`config.mk`:
```
export PLATFORM = sky130hd
export DESIGN_NAME = shift_mix_stage
export DESIGN_NICKNAME = d
export VERILOG_FILES = /design/src/rtl/shift_mix_stage.sv
export SDC_FILE = /design/constraint.sdc
export NUM_CORES = 1
export LEC_CHECK = 0
export CORE_ASPECT_RATIO = 0.8
export CORE_UTILIZATION = 60
export CTS_BUF_LIST = sky130_fd_sc_hd__clkbuf_4 sky130_fd_sc_hd__clkbuf_8
export CTS_CLUSTER_SIZE = 25
export DETAILED_ROUTE_END_ITERATION = 16
export PLACE_DENSITY_LB_ADDON = 0.2
export SYNTH_ARGS = -nofsm -noshare
export SYNTH_HDL_FRONTEND = slang
export SYNTH_SLANG_ARGS = --single-unit
```
`constraint.sdc`:
```
create_clock -name clk -period 20.4 [get_ports clk]
set_input_delay 5.1 -clock clk [delete_from_list [all_inputs] [get_ports clk]]
set_output_delay 5.1 -clock clk [all_outputs]
set_load 0.01 [all_outputs]
```
`src/rtl/shift_mix_stage.sv`:
```
// rtl/shift_mix_stage.sv - AES ShiftRows + MixColumns stage with an in-order result FIFO.
// Define SHIFT_MIX_PIPE_EN to register ShiftRows before MixColumns (latency 2, DEPTH 3).
module shift_mix_stage (
  input  logic         clk,
  input  logic         rst_n,
  input  logic         in_valid,
  output logic         in_ready,
  input  logic [127:0] in_data,
  input  logic         in_last,
  output logic         out_valid,
  input  logic         out_ready,
  output logic [127:0] out_data
);

`ifdef SHIFT_MIX_PIPE_EN
  localparam int DEPTH = 3;
`else
  localparam int DEPTH = 2;
`endif
  localparam int            PW       = $clog2(DEPTH);
  localparam logic [PW-1:0] PTR_LAST = PW'(DEPTH - 1);
  localparam logic [1:0]    DEPTH_C  = 2'(DEPTH);

  function automatic logic [7:0] xtime(input logic [7:0] b);
    return {b[6:0], 1'b0} ^ (b[7] ? 8'h1b : 8'h00);
  endfunction

  function automatic logic [127:0] shift_rows(input logic [127:0] s);
    logic [127:0] r;
    r = '0;
    for (int c = 0; c < 4; c++) begin
      for (int rw = 0; rw < 4; rw++) begin
        r[127 - 8*(4*c + rw) -: 8] = s[127 - 8*(4*((c + rw) % 4) + rw) -: 8];
      end
    end
    return r;
  endfunction

  // 02*a ^ 03*b folds to xtime(a ^ b) ^ b, so each output byte needs one xtime.
  function automatic logic [127:0] mix_columns(input logic [127:0] s);
    logic [127:0] r;
    logic [7:0]   a0, a1, a2, a3;
    r = '0;
    for (int c = 0; c < 4; c++) begin
      a0 = s[127 - 32*c -: 8];
      a1 = s[119 - 32*c -: 8];
      a2 = s[111 - 32*c -: 8];
      a3 = s[103 - 32*c -: 8];
      r[127 - 32*c -: 8] = xtime(a0 ^ a1) ^ a1 ^ a2 ^ a3;
      r[119 - 32*c -: 8] = xtime(a1 ^ a2) ^ a2 ^ a3 ^ a0;
      r[111 - 32*c -: 8] = xtime(a2 ^ a3) ^ a3 ^ a0 ^ a1;
      r[103 - 32*c -: 8] = xtime(a3 ^ a0) ^ a0 ^ a1 ^ a2;
    end
    return r;
  endfunction

  logic [1:0]    occ_q, occ_d;
  logic [1:0]    cnt_q, cnt_d;
  logic [PW-1:0] wr_ptr_q, rd_ptr_q;
  logic [127:0]  mem_q [DEPTH];
  logic          in_fire, out_fire, wr_en;
  logic [127:0]  sr_data, wr_data;

  // occ_q includes words still in the datapath, so the FIFO can never overflow.
  assign in_ready  = (occ_q < DEPTH_C);
  assign out_valid = (cnt_q != 2'd0);
  assign out_data  = out_valid ? mem_q[rd_ptr_q] : '0;
  assign in_fire   = in_valid & in_ready;
  assign out_fire  = out_valid & out_ready;
  assign sr_data   = shift_rows(in_data);

`ifdef SHIFT_MIX_PIPE_EN
  logic         st_valid_q;
  logic         st_last_q;
  logic [127:0] st_data_q;

  always_ff @(posedge clk or negedge rst_n) begin
    if (!rst_n) begin
      st_valid_q <= 1'b0;
      st_last_q  <= 1'b0;
      st_data_q  <= '0;
    end else begin
      st_valid_q <= in_fire;
      if (in_fire) begin
        st_data_q <= sr_data;
        st_last_q <= in_last;
      end
    end
  end

  assign wr_en   = st_valid_q;
  assign wr_data = st_last_q ? st_data_q : mix_columns(st_data_q);
`else
  assign wr_en   = in_fire;
  assign wr_data = in_last ? sr_data : mix_columns(sr_data);
`endif

  always_comb begin
    occ_d = occ_q;
    cnt_d = cnt_q;
    if (in_fire && !out_fire) occ_d = occ_q + 2'd1;
    else if (!in_fire && out_fire) occ_d = occ_q - 2'd1;
    if (wr_en && !out_fire) cnt_d = cnt_q + 2'd1;
    else if (!wr_en && out_fire) cnt_d = cnt_q - 2'd1;
  end

  always_ff @(posedge clk or negedge rst_n) begin
    if (!rst_n) begin
      occ_q    <= 2'd0;
      cnt_q    <= 2'd0;
      wr_ptr_q <= '0;
      rd_ptr_q <= '0;
    end else begin
      occ_q <= occ_d;
      cnt_q <= cnt_d;
      if (wr_en)    wr_ptr_q <= (wr_ptr_q == PTR_LAST) ? '0 : wr_ptr_q + 1'b1;
      if (out_fire) rd_ptr_q <= (rd_ptr_q == PTR_LAST) ? '0 : rd_ptr_q + 1'b1;
    end
  end

  // Storage needs no reset: validity is carried entirely by cnt_q.
  always_ff @(posedge clk) begin
    if (wr_en) mem_q[wr_ptr_q] <= wr_data;
  end

endmodule

```
# [Yosys cells after proc, flatten, opt, wreduce, memory -nomap -nowiden]
# Memories as Yosys holds them, arrays and structs flattened.
# Index checks and enable logic that the tools add are counted.
[classes] addsub=6 multipliers=0 div=0 n_lt_le_gt_ge=1 eq_ne=0 n_shift=0 mux=26 n_bitwise=82 n_reduce_logical=6
[ops] cell="$xor 8x8->8" n=64
[ops] cell="$mux 128" n=2
[ops] cell="$xor 8x5->8" n=16
[ops] cell="$mux 5" n=16
[ops] cell="$mux 2" n=4
[ops] cell="$add 2x1->2 const B" n=2
[ops] cell="$mux 1" n=4
[ops] cell="$reduce_bool 2->1" n=2
[ops] cell="$sub 2x1->2 const B" n=2
[ops] cell="$add 1x1->1 const B" n=2
[ops] cell="$and 1x1->1" n=2
[ops] cell="$logic_and 1x1->1" n=2
[ops] cell="$logic_not 1->1" n=2
[ops] cell="$lt 2x2->1 const B" n=1
[totals] reg_bits=6 latch_bits=0 ramBits=256 mem_bits_ro=0 inputBits=133 output_inout_bits=130 elab_cells=126 mem_count=1
[memory_table] name="mem_q" words=2 word_bits=128 read_ports=1 rd_clocked_by_memory_dff=0 write_ports=1 line="60" rtl="logic [127:0] mem_q [DEPTH];"

# [Logic depth before layout (Yosys ltp)]
# Gate-level depths: netlist of run 1.
[logic_depth] ltp_word=7 depth_mapped=7 ltp_nobuf=7

# [Worst setup path before layout of run 1]
# No wires, ideal clock.
[synth_timing] kind="input port to flip-flop" start="input in_valid" end="memory mem_q[0][0], enable pin" setup_time_ns=0.632 t_arrival_ns=11.005 required_ns=19.768 setup_slack_ns=8.763 path_stages=2 n_path_buf=0 cell_sequence="nor2b_1 > nor2b_1"
[synth_via] elab_chain_len=3
[synth_rtl] item="from (decl)" line="6" rtl="input logic in_valid,"
[synth_rtl] item="$and 1x1->1" line="68" rtl="assign in_fire = in_valid & in_ready;"
[synth_rtl] item="$mux 1" line="123" rtl="if (wr_en) mem_q[wr_ptr_q] <= wr_data;"
[synth_rtl] item="$mux 1 (not written as such)" line="123"
[synth_rtl] item="to (decl)" line="60"
# No other way between the ends.

# [Final worst setup path of run 1]
[layout_timing] start="register rd_ptr_q" end="output out_data[50]"
[layout_via] elab_chain_len=2
[layout_rtl] item="from (decl)" line="59" rtl="logic [PW-1:0] wr_ptr_q, rd_ptr_q;"
[layout_rtl] item="from (signal assigned)" line="117" rtl="if (out_fire) rd_ptr_q <= (rd_ptr_q == PTR_LAST) ? '0 : rd_ptr_q + 1'b1;"
[layout_rtl] item="$mem_v2 2x128"
[layout_rtl] item="$mux 128" line="67" rtl="assign out_data = out_valid ? mem_q[rd_ptr_q] : '0;"
[layout_rtl] item="to (decl)" line="12" rtl="output logic [127:0] out_data"
# No other way between the ends.

==> metrics.yaml, run 1 <==
outcome:
  status: "finished clean"
detailed_routing:
  wl_met2_mm: 16.2
  post_drt_wl_per_cell_um: 19.7
  vias: 9745
  initialDrtViolationCount: 624
  topRoutingLayerUsed: "met5"
  ant_nets: 0
  drc: 0
  wl_met3_mm: 2.83
  via_per_inst: 5.50
  firstDrtPassIters: 6
  wirelength_mm: 34.9
  wl_met1_mm: 15.2
power:
  ir_drop_mv: 0.0861
  powerDensity_nw_per_um2: 114
  p_comb_share_pct: 45.6
  p_leak_nw: 8.66
  power_frac_clock_pct: 19.9
  power.internal_mw: 1.52
  power.share.switching_pct: 32.9
  switching_power_uw: 745
  pwr-share-seq_pct: 34.4
place:
  dp.final_hpwl_mm: 23.9
  place_congestion: 0.862
  portBuffers: 262
clock_tree:
  cts_buffer_depth: 3
  ctsResizeCount: 0
  cts_buffers: 43
  path_clk_slew_ns: 0.06
  cts_sinks: 262
  cts_max_level: 2
  clock_latency_ns: 0.56
  tritoncts: "yes"
  cts_setup_buffers: 0
  holdBufCountCts: 0
  root_buffer: "clkbuf_8"
floorplanning:
  start_util_pct: 61.5
  dieArea_um2: 27700
  fp.dieW_um: 186
  io_pins: 263
  core_um2: 26400
  fp-row-count: 53
  die_h_um: 149
synthesis:
  yosys_warnings: 0
  ys_top_cells_by_area: "edfxtp_1 47%, xnor3_1 22%, mux2i_1 7.9%, xor2_1 4.4%, o21ai_0 3.1%"
  ys_types: 23
  yosysMostFrequentCell: "edfxtp_1"
  syn_nets: 1286
  async_flop_share_pct: 2.29
  yosysSeqAreaShare_pct: 48.3
  synth_area_per_cell_um2: 14.1
  synth_edf_count: 256
  syn_inst: 1152
  synth_seq_cells: 262
  synthTopCellsByCount: "256 x edfxtp_1, 160 x xnor3_1, 131 x nor2_1"
  synth_top_area_share_pct: 47.4
  synth_ff_type: "edfxtp_1"
  syn_area_um2: 16200
  synth_top_cell_by_area: "edfxtp_1"
setup_path:
  worstPathRequired_ns: 15.30
  cp_max_fo: 55
  crit_buf_inv: 2
  max_stage_delay_ns: 0.86
  critical_path_cell_count: 4
  critPathLaunch: "rd_ptr_q"
  criticalPathCategory: "reg -> out"
  crit_path_end_kind: "output port"
  path_delay_family: "buffers and inverters"
  rr_startpoint: "occ_q[1]"
  cp_cell_sequence: "buf_4 -> mux2i_1 -> nor2_1 -> clkdlybuf4s50_1"
  cp.arrival_ns: 3.24
  reg2reg_depth: 4
  slowest_stage: "buf_4"
  start_kind: "flop"
min_path:
  hp-start: "occ_q[0]"
  worstHoldPathCells: 1
  hold_class: "reg -> reg"
global_routing:
  grt_start_max_net_pins: 136
  grtUsageTotal_pct: 25.4
  antenna_found_initial: 2
  grt_pass1_wl_mm: 53.3
  grt_pass1_vias: 9691
  grt-ovfl-total: 0
timing:
  fmax_mhz: 120
  worstMarginPinSlew_ns: 0.997
  setup_viol: 0
  slew_headroom_pct: 33.5
  skew_ns: 0.0205
  final.setup.tns_ns: 0
  fin_crit_sh_pct: 40.9
  hold_viol: 0
  final_max_slew_viol_count: 0
  rsz0062_at_grt: "no"
  holdWs_ns: 0.497
  fin_crit_ns: 8.34
cells_and_area:
  multi_input_area_um2: 8050
  regArea_um2: 7840
  antennaDiodeCount: 0
  syn_to_final_growth_pct: 22.4
  num-fill-cells: 1691
  nNetsFinal: 1516
  drive_gt1_share_pct: 7.43
flow_run:
  maxCapViolCount: 0
==> power groups by stage <==
stage / clock network (mW) / registers, mW / logic, mW
after floorplan: 0 / 0.781 / 0.597
after global placement: 0 / 0.783 / 1.02
after detailed placement: 0 / 0.790 / 1.03
after CTS: 0.459 / 0.779 / 1.04
after global routing: 0.484 / 0.787 / 1.11
final: 0.451 / 0.778 / 1.03
==> worst paths after layout <==
check	endpoint	slack [ns]
hold reg to reg	occ_q[0]	0.50
max in group asynchronous	rd_ptr_q	15.34
min in group asynchronous	cnt_q[1]	4.80
setup reg to reg	mem_q[0][64]	17.50
setup / recovery	out_data[50]	12.06
hold / removal	occ_q[0]	0.50
==> per-stage QoR <==
stage | setup WS [ns] | utilization (%) | power, mW | instance area [um2] | std cells
final | 12.06 | 75.3 | 2.26 | 19900 | 1771
after global routing | 11.90 | 75.3 | 2.38 | 19900 | 1771
after CTS | 12.00 | 75.3 | 2.28 | 19900 | 1771
after detailed placement | 12.30 | 72.1 | 1.82 | 19000 | 1694
after global placement | 12.38 | 72.1 | 1.80 | 19000 | 1694
after floorplan | 8.76 | - | 1.38 | 16200 | 1152
==> cells in the final DEF, fill, tap and decap left out, drive strengths merged <==
cell           instances
clkdlybuf4s50        261
edfxtp               256
xnor3                162
nor2                 131
mux2i                128
nand2                119
o21ai                118
xor2                  87
clkbuf                58
xnor2                 30
clkinv                15
xor3                  14
mux2                  10
buf                    9
dfrtp                  6
clkinvlp               3
inv                    2
nor2b                  2
and2                   1
ha                     1
bufinv                 1
==> area by class of cell <==
class	count	share of cell area, %
Multi-Input combinational cell	803	40.5
Sequential cell	262	39.5
Timing Repair Buffer	270	13.5
Clock buffer	58	3.61
Tap cell	357	2.25
Clock inverter	19	0.605
Inverter	2	0.0378
==> cells by family (layout without fill, tap and decap cells) <==
group,Yosys count,after routing,synth area share (%)
adders and majority gates,1,1,0.0771
DFF,262,262,48.3
AOI/OAI and AO/OA,118,118,3.64
xor gates and xnor gates,293,293,31.3
muxes,138,138,8.59
buffers and inverters,87,349,2.18
and+or+nand+nor,253,253,5.90
==> layer usage <==
layer / GRT usage [%] / up-vias
met5: 0 / -
met1: 37.2 / 4703
li1: - / 4569
met3: 4.44 / 56
met2: 39.8 / 413
met4: 6.89 / 4
==> registers in the layout, indices dropped and copies added, names as in the netlist <==
| name | count |
|---|---|
| occ_q | 2 |
| wr_ptr_q | 1 |
| cnt_q | 2 |
| rd_ptr_q | 1 |
| mem_q | 256 |
==> worst reg2reg max path: cells and delay by family, from the launching register on <==
kind	cells	cell delay [ns]
and+or+nand+nor	2	0.52
DFF	1	0.38
buffers and inverters	2	1.58
(Power assumes the default switching activity.)
==> run 2, diff against run 1 <==
--- a/config.mk
+++ b/config.mk
@@ -6,7 +6,7 @@
 export NUM_CORES = 1
 export LEC_CHECK = 0
 export CORE_ASPECT_RATIO = 0.8
-export CORE_UTILIZATION = 60
+export CORE_UTILIZATION = 56
 export CTS_BUF_LIST = sky130_fd_sc_hd__clkbuf_4 sky130_fd_sc_hd__clkbuf_8
 export CTS_CLUSTER_SIZE = 25
 export DETAILED_ROUTE_END_ITERATION = 16
==> constraint.sdc (replaced) <==
create_clock -name clk -period 8.17 [get_ports clk]
set_input_delay 2.0425 -clock clk [delete_from_list [all_inputs] [get_ports clk]]
set_output_delay 2.0425 -clock clk [all_outputs]
set_load 0.01 [all_outputs]
==> run 2 against run 1 <==
Net effect: core utilization fell by 5.0 points; setup slack got worse by 9.3 ns; sequential cell count did not move; critical path depth did not move; largest cell class unchanged; sequential share of layout area fell by 0.12 points; routed wire length rose by 2.3%.
==> metrics.yaml, run 2 (synthesis gave the netlist of run 1 again) <==
power:
  powerDensity_nw_per_um2: 285
  pwr-share-seq_pct: 34.8
  p_comb_share_pct: 44.9
  switching_power_mw: 1.86
  power.share.switching_pct: 32.7
  power.internal_mw: 3.82
  power_frac_clock_pct: 20.2
  finalPower_mw: 5.68
  ir_drop_mv: 0.328
  p_leak_nw: 8.68
timing:
  final.setup.tns_ns: 0
  fmax_mhz: 185
  final_max_slew_viol_count: 0
  setup_viol: 0
  hold_viol: 0
  fin_crit_sh_pct: 66.2
  worstMarginPinSlew_ns: 1.06
  skew_ns: 0.0213
  rsz0062_at_grt: "no"
  fin_crit_ns: 5.41
  slew_headroom_pct: 29.2
floorplanning:
  fp.dieW_um: 192
  core_um2: 28400
  die_h_um: 154
  dieArea_um2: 29700
  io_pins: 263
  fp-row-count: 55
  start_util_pct: 57.2
min_path:
  hold_class: "reg -> reg"
setup_path:
  crit_path_end_kind: "output port"
  slowest_stage: "dfrtp_4"
  crit_buf_inv: 2
  worstPathRequired_ns: 6.13
  criticalPathCategory: "reg -> out"
  cp.arrival_ns: 3.37
  cp_max_fo: 46
  start_kind: "flop"
  path_delay_family: "buffers and inverters"
  max_stage_delay_ns: 1.00
  cp_cell_sequence: "buf_4 -> mux2i_1 -> nor2_1 -> clkdlybuf4s50_1"
cells_and_area:
  drive_gt1_share_pct: 7.70
  stdcell_count: 1786
  num-fill-cells: 1965
  syn_to_final_growth_pct: 22.8
  nNetsFinal: 1518
  regMostFlops: "mem_q"
  antennaDiodeCount: 0
  largest_reg_flops: 256
  multi_input_area_um2: 8050
  layout_commonest_cell: "clkdlybuf4s50_1"
  reg.largest.list: "mem_q x256, cnt_q x2, occ_q x2"
  final_cell_mix: "261 x clkdlybuf4s50_1, 256 x edfxtp_1, 160 x xnor3_1, 130 x nor2_1, 128 x mux2i_1"
  final_util_pct: 70.3
  regArea_um2: 7840
detailed_routing:
  firstDrtPassIters: 5
  vias: 9759
  initialDrtViolationCount: 665
  drc: 0
  ant_nets: 0
  post_drt_wl_per_cell_um: 20.0
  wirelength_mm: 35.7
  via_per_inst: 5.46
global_routing:
  grt-ovfl-total: 0
  grt_start_max_net_pins: 158
  grt_pass1_wl_mm: 54.4
  grtUsageTotal_pct: 24.0
  antenna_found_initial: 0
  grt_pass1_vias: 9590
clock_tree:
  cts_buffer_depth: 3
  cts_setup_buffers: 0
  holdBufCountCts: 0
  root_buffer: "clkbuf_8"
  clock_latency_ns: 0.54
  cts_buffers: 44
  cts_max_level: 2
  path_clk_slew_ns: 0.06
  cts_sinks: 262
  tritoncts: "yes"
  ctsResizeCount: 0
place:
  placed_cells: 1708
  dp.final_hpwl_mm: 24.3
  place_congestion: 0.898
  portBuffers: 262
flow_run:
  maxCapViolCount: 0
outcome:
  status: "finished clean"
## run 2: changes by cell type in the layout (fill, tap and decap cells not counted), sizes merged
cell / change
bufinv: -1
buf: +1
clkbuf: +11
clkinv: -9
## run 2: through the flow
stage | setup WS [ns] | hold slack, ns | area (um2)
3_5_place_dp | 3.25 | 0.488 | 19100
6_report | 2.76 | 0.506 | 19900
3_3_place_gp | 3.30 | 0.479 | 19100
2_1_floorplan | 2.06 | 0.442 | 16200
5_1_grt | 2.59 | 0.518 | 19900
4_1_cts | 2.67 | 0.498 | 19900
## run 2: final cells by class
cell class              instances  share of cell area [%]
repair buffers                271                    13.5
inverters                       2                  0.0377
well taps                     370                    2.32
clock buffers                  69                    4.14
flip-flops and latches        262                    39.3
multi-input cells             803                    40.4
clock inverters                 9                   0.239
## run 2: power groups by stage
stage          Sequential (mW)  Clock [mW]  Combinational, mW
3_5_place_dp              2.01           0               2.57
4_1_cts                   1.98        1.17               2.58
5_1_grt                   2.00        1.23               2.74
6_report                  1.98        1.15               2.55
3_3_place_gp              2.00           0               2.53
2_1_floorplan             1.94           0               1.49
## run 2: worst paths after layout
check                          from           end  slack (ns)  cells after the start
max                        rd_ptr_q  out_data[12]        2.76                      4
min                        occ_q[0]      occ_q[0]        0.51                      1
max reg2reg                occ_q[1]  mem_q[1][53]        5.96                      3
min reg2reg                occ_q[0]      occ_q[0]        0.51                      1
max in group asynchronous     rst_n      rd_ptr_q        6.13                      1
min in group asynchronous     rst_n      occ_q[1]        1.77                      1
## run 2: routing by layer
layer,track usage [%],share of wire [%]
met3,4.27,7.1
met4,5.17,1.5
met2,36.0,45
met1,36.9,46
met5,0,0
